==> src/rtl/tx_pkg.sv <==
// ---------------------------------------------------------------------------
// tx_pkg
// Definitions shared by the TX packet sequencer and the TX memory controller.
//   tx_state_e          : sequencer FSM encoding (IDLE=0, SEND=1, GAP=2, ROUND_END=3)
//   TX_HDR_BYTES        : header bytes per packet (46)
//   TX_PAYLOAD_BYTES    : payload bytes per packet (1440)
//   TX_PACKET_BYTES_DEF : default byte slots per packet
//   TX_GAP_CYCLES_DEF   : default inter-packet idle cycles
//   min1_u8 / min1_u16  : clamp a count so that 0 behaves as 1
// ---------------------------------------------------------------------------
package tx_pkg;

   typedef enum logic [1:0] {
      IDLE      = 2'd0,
      SEND      = 2'd1,
      GAP       = 2'd2,
      ROUND_END = 2'd3
   } tx_state_e;

   localparam int unsigned TX_HDR_BYTES        = 46;
   localparam int unsigned TX_PAYLOAD_BYTES    = 1440;
   localparam int unsigned TX_PACKET_BYTES_DEF = TX_HDR_BYTES + TX_PAYLOAD_BYTES;
   localparam int unsigned TX_GAP_CYCLES_DEF   = 20;

   function automatic logic [7:0] min1_u8(input logic [7:0] v);
      return (v == 8'd0) ? 8'd1 : v;
   endfunction

   function automatic logic [15:0] min1_u16(input logic [15:0] v);
      return (v == 16'd0) ? 16'd1 : v;
   endfunction

endpackage

==> src/rtl/tx_seg_index_counter.sv <==
// ---------------------------------------------------------------------------
// tx_seg_index_counter
// Two-level packet index: segment_num counts 0..seg-1 inside each copy,
// txid counts copies 1..red. Limits are latched on load.
//   clk_i, rst_n_i : clock, synchronous active-low reset
//   load_i         : latch limits from red_i/seg_i (0 treated as 1), restart at (1,0)
//   red_i, seg_i   : copies per segment / segments per copy
//   adv_i          : step to the next (txid, segment) pair
//   clr_i          : return to (1,0) keeping the latched limits
//   txid_o         : current copy index, 1-based
//   seg_num_o      : current segment index
//   last_o         : current pair is the final one of the round
// ---------------------------------------------------------------------------
module tx_seg_index_counter
   import tx_pkg::*;
(
   input  logic        clk_i,
   input  logic        rst_n_i,
   input  logic        load_i,
   input  logic [7:0]  red_i,
   input  logic [15:0] seg_i,
   input  logic        adv_i,
   input  logic        clr_i,
   output logic [7:0]  txid_o,
   output logic [15:0] seg_num_o,
   output logic        last_o
);

   logic [7:0]  red_q,  red_d;
   logic [15:0] seg_q,  seg_d;
   logic [7:0]  txid_q, txid_d;
   logic [15:0] segn_q, segn_d;
   logic        seg_last;

   // 17-bit compare so segment 65535+1 cannot alias to 0.
   assign seg_last  = ({1'b0, segn_q} + 17'd1) >= {1'b0, seg_q};
   assign last_o    = seg_last && (txid_q >= red_q);
   assign txid_o    = txid_q;
   assign seg_num_o = segn_q;

   always_comb begin
      red_d  = red_q;
      seg_d  = seg_q;
      txid_d = txid_q;
      segn_d = segn_q;
      if (load_i) begin
         red_d  = min1_u8(red_i);
         seg_d  = min1_u16(seg_i);
         txid_d = 8'd1;
         segn_d = 16'd0;
      end else if (clr_i) begin
         txid_d = 8'd1;
         segn_d = 16'd0;
      end else if (adv_i && !last_o) begin
         if (!seg_last) begin
            segn_d = segn_q + 16'd1;
         end else begin
            segn_d = 16'd0;
            txid_d = txid_q + 8'd1;
         end
      end
   end

   always_ff @(posedge clk_i) begin
      if (!rst_n_i) begin
         red_q  <= 8'd1;
         seg_q  <= 16'd1;
         txid_q <= 8'd1;
         segn_q <= 16'd0;
      end else begin
         red_q  <= red_d;
         seg_q  <= seg_d;
         txid_q <= txid_d;
         segn_q <= segn_d;
      end
   end

endmodule

==> src/rtl/tx_packet_sequencer.sv <==
// ---------------------------------------------------------------------------
// tx_packet_sequencer
// Packet timing generator feeding the TX memory controller (clk125MHz domain).
// One round sends segments 0..segment_num_max-1 for each copy txid=1..redundancy,
// separated by GAP_CYCLES idle cycles; oneframe_done ends the round after the
// current packet and its gap.
// Optional feature macro: TX_PAUSE_EN adds the pause input, which holds the
// sequencer on the last gap cycle while asserted.
// Ports:
//   clk125MHz, rst_n   : clock, synchronous active-low reset
//   go                 : start a round when idle (level)
//   redundancy         : copies per segment, latched at round start (0 -> 1)
//   segment_num_max    : segments per copy, latched at round start (0 -> 1)
//   oneframe_done      : controller feedback, ends round after current packet
//   pause              : gap extension request (TX_PAUSE_EN only)
//   tx_active          : byte_data_counter valid (SEND)
//   byte_data_counter  : byte slot within the packet
//   txid, segment_num  : current copy / segment index
//   pkt_start          : pulse on byte 0 of each packet
//   round_done         : pulse in the round-end cycle
//   busy               : sequencer not idle
// ---------------------------------------------------------------------------
module tx_packet_sequencer
   import tx_pkg::*;
#(
   parameter int unsigned PACKET_BYTES = TX_PACKET_BYTES_DEF,
   parameter int unsigned GAP_CYCLES   = TX_GAP_CYCLES_DEF,
   parameter int unsigned CNT_W        = 12
)(
   input  logic             clk125MHz,
   input  logic             rst_n,
   input  logic             go,
   input  logic [7:0]       redundancy,
   input  logic [15:0]      segment_num_max,
   input  logic             oneframe_done,
`ifdef TX_PAUSE_EN
   input  logic             pause,
`endif
   output logic             tx_active,
   output logic [CNT_W-1:0] byte_data_counter,
   output logic [7:0]       txid,
   output logic [15:0]      segment_num,
   output logic             pkt_start,
   output logic             round_done,
   output logic             busy
);

   localparam int unsigned      GAP_W     = $clog2(GAP_CYCLES + 1);
   localparam logic [CNT_W-1:0] BYTE_LAST = CNT_W'(PACKET_BYTES - 1);
   localparam logic [GAP_W-1:0] GAP_LAST  = GAP_W'(GAP_CYCLES - 1);

   tx_state_e        state_q, state_d;
   logic [CNT_W-1:0] byte_q,  byte_d;
   logic [GAP_W-1:0] gap_q,   gap_d;
   logic             stop_q,  stop_d;
   logic             stop_now;
   logic             idx_load, idx_adv, idx_clr, idx_last;
   logic             pause_w;

`ifdef TX_PAUSE_EN
   assign pause_w = pause;
`else
   assign pause_w = 1'b0;
`endif

   tx_seg_index_counter u_idx (
      .clk_i     (clk125MHz),
      .rst_n_i   (rst_n),
      .load_i    (idx_load),
      .red_i     (redundancy),
      .seg_i     (segment_num_max),
      .adv_i     (idx_adv),
      .clr_i     (idx_clr),
      .txid_o    (txid),
      .seg_num_o (segment_num),
      .last_o    (idx_last)
   );

   always_comb begin
      state_d  = state_q;
      byte_d   = byte_q;
      gap_d    = gap_q;
      stop_d   = stop_q;
      stop_now = 1'b0;
      idx_load = 1'b0;
      idx_adv  = 1'b0;
      idx_clr  = 1'b0;
      case (state_q)
         IDLE: begin
            byte_d = '0;
            gap_d  = '0;
            stop_d = 1'b0;
            if (go) begin
               idx_load = 1'b1;
               state_d  = SEND;
            end
         end
         SEND: begin
            stop_d = stop_q | oneframe_done;
            if (byte_q == BYTE_LAST) begin
               byte_d  = '0;
               gap_d   = '0;
               state_d = GAP;
            end else begin
               byte_d = byte_q + CNT_W'(1);
            end
         end
         GAP: begin
            // Include this cycle's feedback so a pulse on the final gap cycle still counts.
            stop_now = stop_q | oneframe_done;
            stop_d   = stop_now;
            if (gap_q != GAP_LAST) begin
               gap_d = gap_q + GAP_W'(1);
            end else if (!pause_w) begin
               gap_d = '0;
               if (stop_now || idx_last) begin
                  state_d = ROUND_END;
               end else begin
                  idx_adv = 1'b1;
                  state_d = SEND;
               end
            end
         end
         ROUND_END: begin
            stop_d  = 1'b0;
            idx_clr = 1'b1;
            state_d = IDLE;
         end
         default: state_d = IDLE;
      endcase
   end

   always_ff @(posedge clk125MHz) begin
      if (!rst_n) begin
         state_q <= IDLE;
         byte_q  <= '0;
         gap_q   <= '0;
         stop_q  <= 1'b0;
      end else begin
         state_q <= state_d;
         byte_q  <= byte_d;
         gap_q   <= gap_d;
         stop_q  <= stop_d;
      end
   end

   assign tx_active         = (state_q == SEND);
   assign byte_data_counter = byte_q;
   assign pkt_start         = (state_q == SEND) && (byte_q == '0);
   assign round_done        = (state_q == ROUND_END);
   assign busy              = (state_q != IDLE);

endmodule

==> config.mk <==
export PLATFORM = sky130hd
export DESIGN_NAME = tx_packet_sequencer
export DESIGN_NICKNAME = d
export VERILOG_FILES = /design/src/rtl/tx_pkg.sv /design/src/rtl/tx_seg_index_counter.sv /design/src/rtl/tx_packet_sequencer.sv
export SDC_FILE = /design/constraint.sdc
export NUM_CORES = 1
export LEC_CHECK = 0
export CAP_MARGIN = 10
export CELL_PAD_IN_SITES_DETAIL_PLACEMENT = 0
export CELL_PAD_IN_SITES_GLOBAL_PLACEMENT = 1
export CORE_ASPECT_RATIO = 0.8
export CORE_UTILIZATION = 33
export CTS_BUF_LIST = sky130_fd_sc_hd__clkbuf_2 sky130_fd_sc_hd__clkbuf_4 sky130_fd_sc_hd__clkbuf_8
export CTS_CLUSTER_SIZE = 14
export DETAILED_ROUTE_END_ITERATION = 16
export PLACE_DENSITY_LB_ADDON = 0.15
export SLEW_MARGIN = 30
export SYNTH_ARGS = -nofsm -noshare
export SYNTH_HDL_FRONTEND = slang
export SYNTH_SLANG_ARGS = --single-unit
==> constraint.sdc <==
create_clock -name clk125MHz -period 3.45 [get_ports clk125MHz]
set_clock_uncertainty 0.15 [all_clocks]
set_input_delay 0.345 -clock clk125MHz [delete_from_list [all_inputs] [get_ports clk125MHz]]
set_output_delay 0.345 -clock clk125MHz [all_outputs]
set_load 0.05 [all_outputs]
==> results of run 1 <==
[critical path: cells and delay by family, from the launching register on]
kind                       cells  cell delay (ns)
xor gates and xnor gates       1             0.19
buffers and inverters          1             0.19
adders and majority gates      1             0.27
DFF                            1             0.47
AOI/OAI and AO/OA              4             0.91
and+or+nand+nor                5             1.01
[final cells by class]
| cell class | instances | share of cell area [%] |
|---|---|---|
| clock inverters | 1 | 0.5847 |
| multi-input cells | 373 | 47.92 |
| well taps | 148 | 3.605 |
| clock buffers | 13 | 3.484 |
| flip-flops and latches | 68 | 26.60 |
| inverters | 33 | 2.412 |
| repair buffers | 83 | 15.40 |
[placed cells by master, fill, tap and decap left out, drive strengths merged, types with 16 or more instances in the layout]
cell	netlist	final
o21ai	17	17
nand2	77	77
buf	12	16
nand3	24	24
ha	30	30
inv	33	33
clkdlybuf4s50	0	67
dfxtp	68	68
a21boi	25	25
nor2	40	40
[logic make-up after synthesis]
group,count (synthesis),share of synthesized area [%]
adder cells (fa/ha/maj),30,9.245
AND/OR/NAND/NOR,212,25.82
XOR/XNOR,23,4.962
multiplexers,4,1.048
buffers and inverters,58,6.256
AO/OA/AOI/OAI,104,19.14
flip-flops,68,33.53
[registers in the layout, indices dropped and copies added, names as in the netlist]
signal             flops
u_idx.seg_q           16
u_idx.txid_o           8
u_idx.red_q            8
u_idx.seg_num_o       16
byte_data_counter     12
gap_q                  5
state_q                2
stop_q                 1
[where the power goes]
part,switching [mW],total (mW),internal (mW)
clock network,0.306,0.711,0.406
registers,0.0259,0.839,0.814
logic,0.171,0.289,0.118
[metal layers]
metal	GRT usage [%]	part of all wire, %
met5	0	0
met4	5.283	1.2
met3	3.856	3.8
met2	27.16	42
met1	24.78	53
[what timing repair did]
item | 4_1_cts | 5_1_grt
gates resized for setup | 0 | 7
setup endpoints to repair | 0 | 14
hold buffers | 0 | 0
[metrics by stage]
step	hold WS, ns	cells
2_1_floorplan	0.2935	499
3_3_place_gp	0.3030	705
3_5_place_dp	0.3090	705
4_1_cts	0.3195	719
5_1_grt	0.3375	719
6_report	0.3159	719
[worst max-delay path by stage]
stage                            start                 end
global route        u_idx.seg_num_o[0]  u_idx.seg_num_o[7]
detailed placement  u_idx.seg_num_o[0]  u_idx.seg_num_o[0]
CTS                 u_idx.seg_num_o[0]  u_idx.seg_num_o[0]
finish              u_idx.seg_num_o[9]  u_idx.seg_num_o[7]
floorplan           u_idx.seg_num_o[3]  u_idx.seg_num_o[8]
global placement    u_idx.seg_num_o[0]  u_idx.seg_num_o[4]
==> impl_results.md, run 1 <==
- Hpwl dp: 8.130 mm
- Total GRT Usage: 17.67%
- Die width: 126.0 um
- Largest net degree at the start of global routing: 41
- Ranking of synthesized cells by area: dfxtp_1 34%, ha_1 9.2%, nand2_1 7.1%
- Setup violators final: 0
- Synth unique cells: 58
- FF+latch count, synth: 68
- Post-DP Area: 0.004908 sq mm
- CTS Sinks: 68
- Synth warnings: 0
- Worst EP arrival: 3.38 ns
- Register area share after synthesis: 33.53%
- Area grow syn2layout: 26.50%
- WS Path Type: reg2reg
- Setup ws final: 0.1600 ns
- R2R Path Start: u_idx.seg_num_o[9]
- Fin area: 0.005136 sq mm
- Standard-cell rows: 35
- Initial core utilization: 34.59%
- Initial antenna violation count: 0
- Critical path endpoint category: register
- # DRC: 0
- Rel. slew slack: 51.12%
- Final Slew Violations: 0
- Post-CTS setup buffers: 0
- Clk slew on worst S/H paths: 0.07 ns
- Fillers: 1223
- Hold Vio Cnt, Final: 0
- TritonCTS clock tree: yes
- Routed WL per cell: 14.89 um
- Worst hold start: u_idx.red_q[5]
- Post-synthesis cell count: 499
- Crit start category: register
- Nets@finish: 626
- Detail Route Antenna Nets: 0
- Initial DRC count: 177
- Reg area: 0.001366 sq mm
- Synth top area share: 33.53%
- Grt ovf: 0
- RSZ-0062 raised after global routing: false
- Top FF cell, synth: dfxtp_1
- Drt pass-1 iters: 4
- Worst-Skew Late Latency: 0.35 ns
- Port buffer count: 67
- Most frequent cell after synthesis: nand2_1
- Share of cells above drive strength 1: 9.457%
- Max-cap violations: 0
- Tmin final: 3.290 ns
- Area of the multi-input gates: 0.002461 sq mm
- RR Endpoint: u_idx.seg_num_o[7]
- Worst Path Required: 3.54 ns
- Cell area after synthesis: 0.004060 sq mm
- Worst-Margin Slew: 0.7322 ns
- Post-synth top area cell: dfxtp_1
- HP Class: reg2reg
- Crit-path max cell delay: 0.47 ns
- Dpl ws: 0.1139 ns
- Reg2reg path depth: 12
- Synth Net Count: 557
- Lkg Pwr: 1.957 nW
- EDFF count, synth: 0
- Placer congestion estimate: 0.8207
- Hold EP: u_idx.red_q[5]
- Async set-reset flop share out of synthesis: 0%
- VDD IR max: 179.1 uV
- Worst-path fanout max: 12
- CTS Buf Count: 9
- Final core occ: 43.76%
- Clk buf depth: 2
- Final worst path period share: 95.36%
- Fmax: 303.9 MHz
- Status: completed
- Vias per cell: 5.100
- Total power: 1.840 mW
- Die span in y: 101.2 um
- ANT cells: 0
- Critical-path top delay cell: dfxtp_1
- Hold depth: 2
- Setup Total Neg Slack: 0 ns
- R2R setup slack: 0.16 ns
- DRT Wirelength: 10.71 mm
- Mean Syn Cell Area: 8.137 sq um
- Top cells by count, synth: 77 x nand2_1, 68 x dfxtp_1, 39 x nor2_1
- DR vias: 3667
- Cell Pwr Density: 358.3 mW/mm^2
- Die area: 0.01275 sq mm
- First-pass GRT wire length: 17.64 mm
- Vias in the first global route: 3508
- Core area: 0.01174 sq mm
- CP cell instances: and4_1, and3_1, and2_1, xor2_1, ha_1, a21o_1, a21oi_1, o21a_1, and4_4, nor3_2, buf_4, a221o_1
- H-tree Lvls: 3
- Clk root buf: clkbuf_8
- IO Pins: 68
Note: power is estimated with default switching activity, not from simulation.
==> inputs of run 2 (changes only) <==
--- a/config.mk
+++ b/config.mk
@@ -11,6 +11,7 @@
 export CORE_ASPECT_RATIO = 0.8
 export CORE_UTILIZATION = 33
 export CTS_BUF_LIST = sky130_fd_sc_hd__clkbuf_2 sky130_fd_sc_hd__clkbuf_4 sky130_fd_sc_hd__clkbuf_8
+export CTS_CLUSTER_DIAMETER = 100
 export CTS_CLUSTER_SIZE = 14
 export DETAILED_ROUTE_END_ITERATION = 16
 export PLACE_DENSITY_LB_ADDON = 0.15
==> results of run 2 <==
No change in the layout: final DEF, timing and power equal those of run 1.
==> inputs of run 3 (changes only) <==
--- a/config.mk
+++ b/config.mk
@@ -14,7 +14,7 @@
 export CTS_CLUSTER_DIAMETER = 100
 export CTS_CLUSTER_SIZE = 14
 export DETAILED_ROUTE_END_ITERATION = 16
-export PLACE_DENSITY_LB_ADDON = 0.15
+export PLACE_DENSITY_LB_ADDON = 0.1
 export SLEW_MARGIN = 30
 export SYNTH_ARGS = -nofsm -noshare
 export SYNTH_HDL_FRONTEND = slang
==> run 3 against run 2 <==
Compared with the run above: clock power shrank 15%; cell area is essentially flat; via count grew 1.5%; sequential power is essentially flat; die area is the same; worst setup slack gained 0.022 ns; critical path depth is the same; final cell count grew 0.56%.
==> impl_results.md, run 3 (synthesis results as in run 1) <==
- Area of the multi-input gates: 0.002481 sq mm (+0.81%)
- IO Pins: 68 (unchanged)
- Clk root buf: clkbuf_8
- VDD IR max: 161.4 uV (-9.9%)
- Lkg Pwr: 1.959 nW (about the same)
- Critical path endpoint category: register
- Rel. slew slack: 52.48% (+1.4 points)
- Initial core utilization: 34.59% (unchanged)
- Placer congestion estimate: 0.8029 (-2.2%)
- Initial DRC count: 177 (unchanged)
- Standard-cell rows: 35 (unchanged)
- Most frequent cells in the layout: 77 x nand2_1, 67 x clkdlybuf4s50_1, 65 x dfxtp_1
- Nets@finish: 628 (+0.32%)
- CTS Buf Count: 9 (unchanged)
- ANT cells: 0 (unchanged)
- Final worst path period share: 94.72% (-0.64 points)
- Clock Power Share: 34.7% (-4.0 points)
- H-tree Lvls: 3 (unchanged)
- First-pass GRT wire length: 18.11 mm (+2.7%)
- Crit-path max cell delay: 0.47 ns (about the same)
- Dpl ws: 0.07222 ns (-0.04171 ns)
- Worst path bufs/invs: 1 (unchanged)
- TritonCTS clock tree: yes
- Worst-Margin Slew: 0.7119 ns (-0.02029 ns)
- CTS Sinks: 68 (unchanged)
- R2R setup slack: 0.18 ns (+0.02 ns)
- Critical-path top delay cell: dfxtp_1
- Most common cell after layout, fill and taps aside: nand2_1
- Delay-heaviest family, CP: simple AND/OR/NAND/NOR gates
- Die width: 126.0 um (unchanged)
- Setup ws final: 0.1821 ns (+0.02216 ns)
- Switch share: 28.25% (+0.93 points)
- Non-Filler Instances: 723 (+0.56%)
- Die span in y: 101.2 um (unchanged)
- HP Class: reg2reg
- DRT Wirelength: 10.97 mm (+2.5%)
- Worst Path Required: 3.53 ns (about the same)
- # DRC: 0 (unchanged)
- Vias per cell: 5.147 (+0.91%)
- Final Slew Violations: 0 (unchanged)
- Cell Int Power: 1.244 mW (-7.0%)
- Fin area: 0.005139 sq mm (about the same)
- DP Cell Count: 707 (+0.28%)
- Hpwl dp: 8.325 mm (+2.4%)
- Post-DP Area: 0.004923 sq mm (+0.31%)
- Largest net degree at the start of global routing: 28 (-32%)
- Setup Total Neg Slack: 0 ns (unchanged)
- CP cell instances: and4_1, and3_1, and2_1, xor2_1, ha_1, a21o_1, a21oi_1, o21a_1, and4_4, nor3_2, buf_4, a221o_1
- Area grow syn2layout: 26.56% (about the same)
- Fillers: 1225 (+0.16%)
- RSZ-0062 raised after global routing: false
- Crit start category: register
- Hold Vio Cnt, Final: 0 (unchanged)
- Core area: 0.01174 sq mm (unchanged)
- Tmin final: 3.268 ns (-0.02216 ns)
- Vias in the first global route: 3479 (-0.83%)
- Total GRT Usage: 18.18% (+0.51 points)
- Drt pass-1 iters: 4 (unchanged)
- Port buffer count: 67 (unchanged)
- Clk buf depth: 2 (unchanged)
- Hold_buf cts: 0 (unchanged)
- Logic pwr share: 16.9% (+1.2 points)
- Setup violators final: 0 (unchanged)
- Worst-path fanout max: 12 (unchanged)
- Clk slew on worst S/H paths: 0.07 ns (about the same)
- Net switching power: 0.4898 mW (-2.6%)
- Status: completed
- Reg area: 0.001365 sq mm (about the same)
- Max-cap violations: 0 (unchanged)
- WS Path Type: reg2reg
- DR vias: 3721 (+1.5%)
- Worst-Skew Late Latency: 0.35 ns (about the same)
- Reg power frac: 48.4% (+2.8 points)
- Initial antenna violation count: 0 (unchanged)
- Grt ovf: 0 (unchanged)
- Share of cells above drive strength 1: 10.26% (+0.80 points)
- Fmax: 306.0 MHz (+0.68%)
- Die area: 0.01275 sq mm (unchanged)
- Routed WL per cell: 15.17 um (+1.9%)
- Worst EP arrival: 3.35 ns (-0.03 ns)
- Cell Pwr Density: 337.4 mW/mm^2 (-5.8%)
- Detail Route Antenna Nets: 0 (unchanged)
[run 3: cell type report]
type | instances | share of cell area [%]
inverters | 33 | 2.411
well taps | 148 | 3.604
clock inverters | 2 | 0.1948
flip-flops and latches | 68 | 26.56
repair buffers | 85 | 15.68
multi-input cells | 373 | 48.28
clock buffers | 14 | 3.263
[run 3: per-stage QoR]
step	power [mW]	util [%]	hold WS (ns)
2_1_floorplan	1.042	-	0.2935
3_3_place_gp	1.146	41.95	0.3021
3_5_place_dp	1.149	41.95	0.3083
4_1_cts	1.764	43.46	0.3182
5_1_grt	1.839	43.78	0.3349
6_report	1.734	43.78	0.3132
[run 3: timing repair]
item | CTS | global route
endpoints found under the setup margin | 0 | 13
resized for setup | 0 | 9
setup buffers | 0 | 0
[run 3: power groups by stage]
| stage | Sequential [mW] | Clock, mW | Combinational (mW) |
|---|---|---|---|
| after global placement | 0.857 | 0 | 0.288 |
| after detailed placement | 0.858 | 0 | 0.291 |
| after global routing | 0.844 | 0.670 | 0.324 |
| after CTS | 0.840 | 0.631 | 0.293 |
| final | 0.840 | 0.602 | 0.292 |
| after floorplan | 0.850 | 0 | 0.192 |
[run 3: final timing paths]
kind | from | cells after the start | endpoint
min reg2reg | u_idx.seg_q[14] | 2 | u_idx.seg_q[14]
max | u_idx.seg_num_o[11] | 12 | u_idx.seg_num_o[4]
min | u_idx.seg_q[14] | 2 | u_idx.seg_q[14]
max reg2reg | u_idx.seg_num_o[11] | 12 | u_idx.seg_num_o[4]
[run 3: metal layers]
layer  GRT usage [%]  part of all wire, %  up-vias
met3           5.071                  4.8        5
met4           4.449                 0.61        0
met5               0                    0        -
met1           25.40                   52     1740
li1                -                    -     1896
met2           27.67                   43       80
[run 3: tightest hold or removal path, cell delays in order, from the launching register on]
cell and delay, ns:
dfxtp_1 0.31, nand2_1 0.05, a21boi_0 0.06
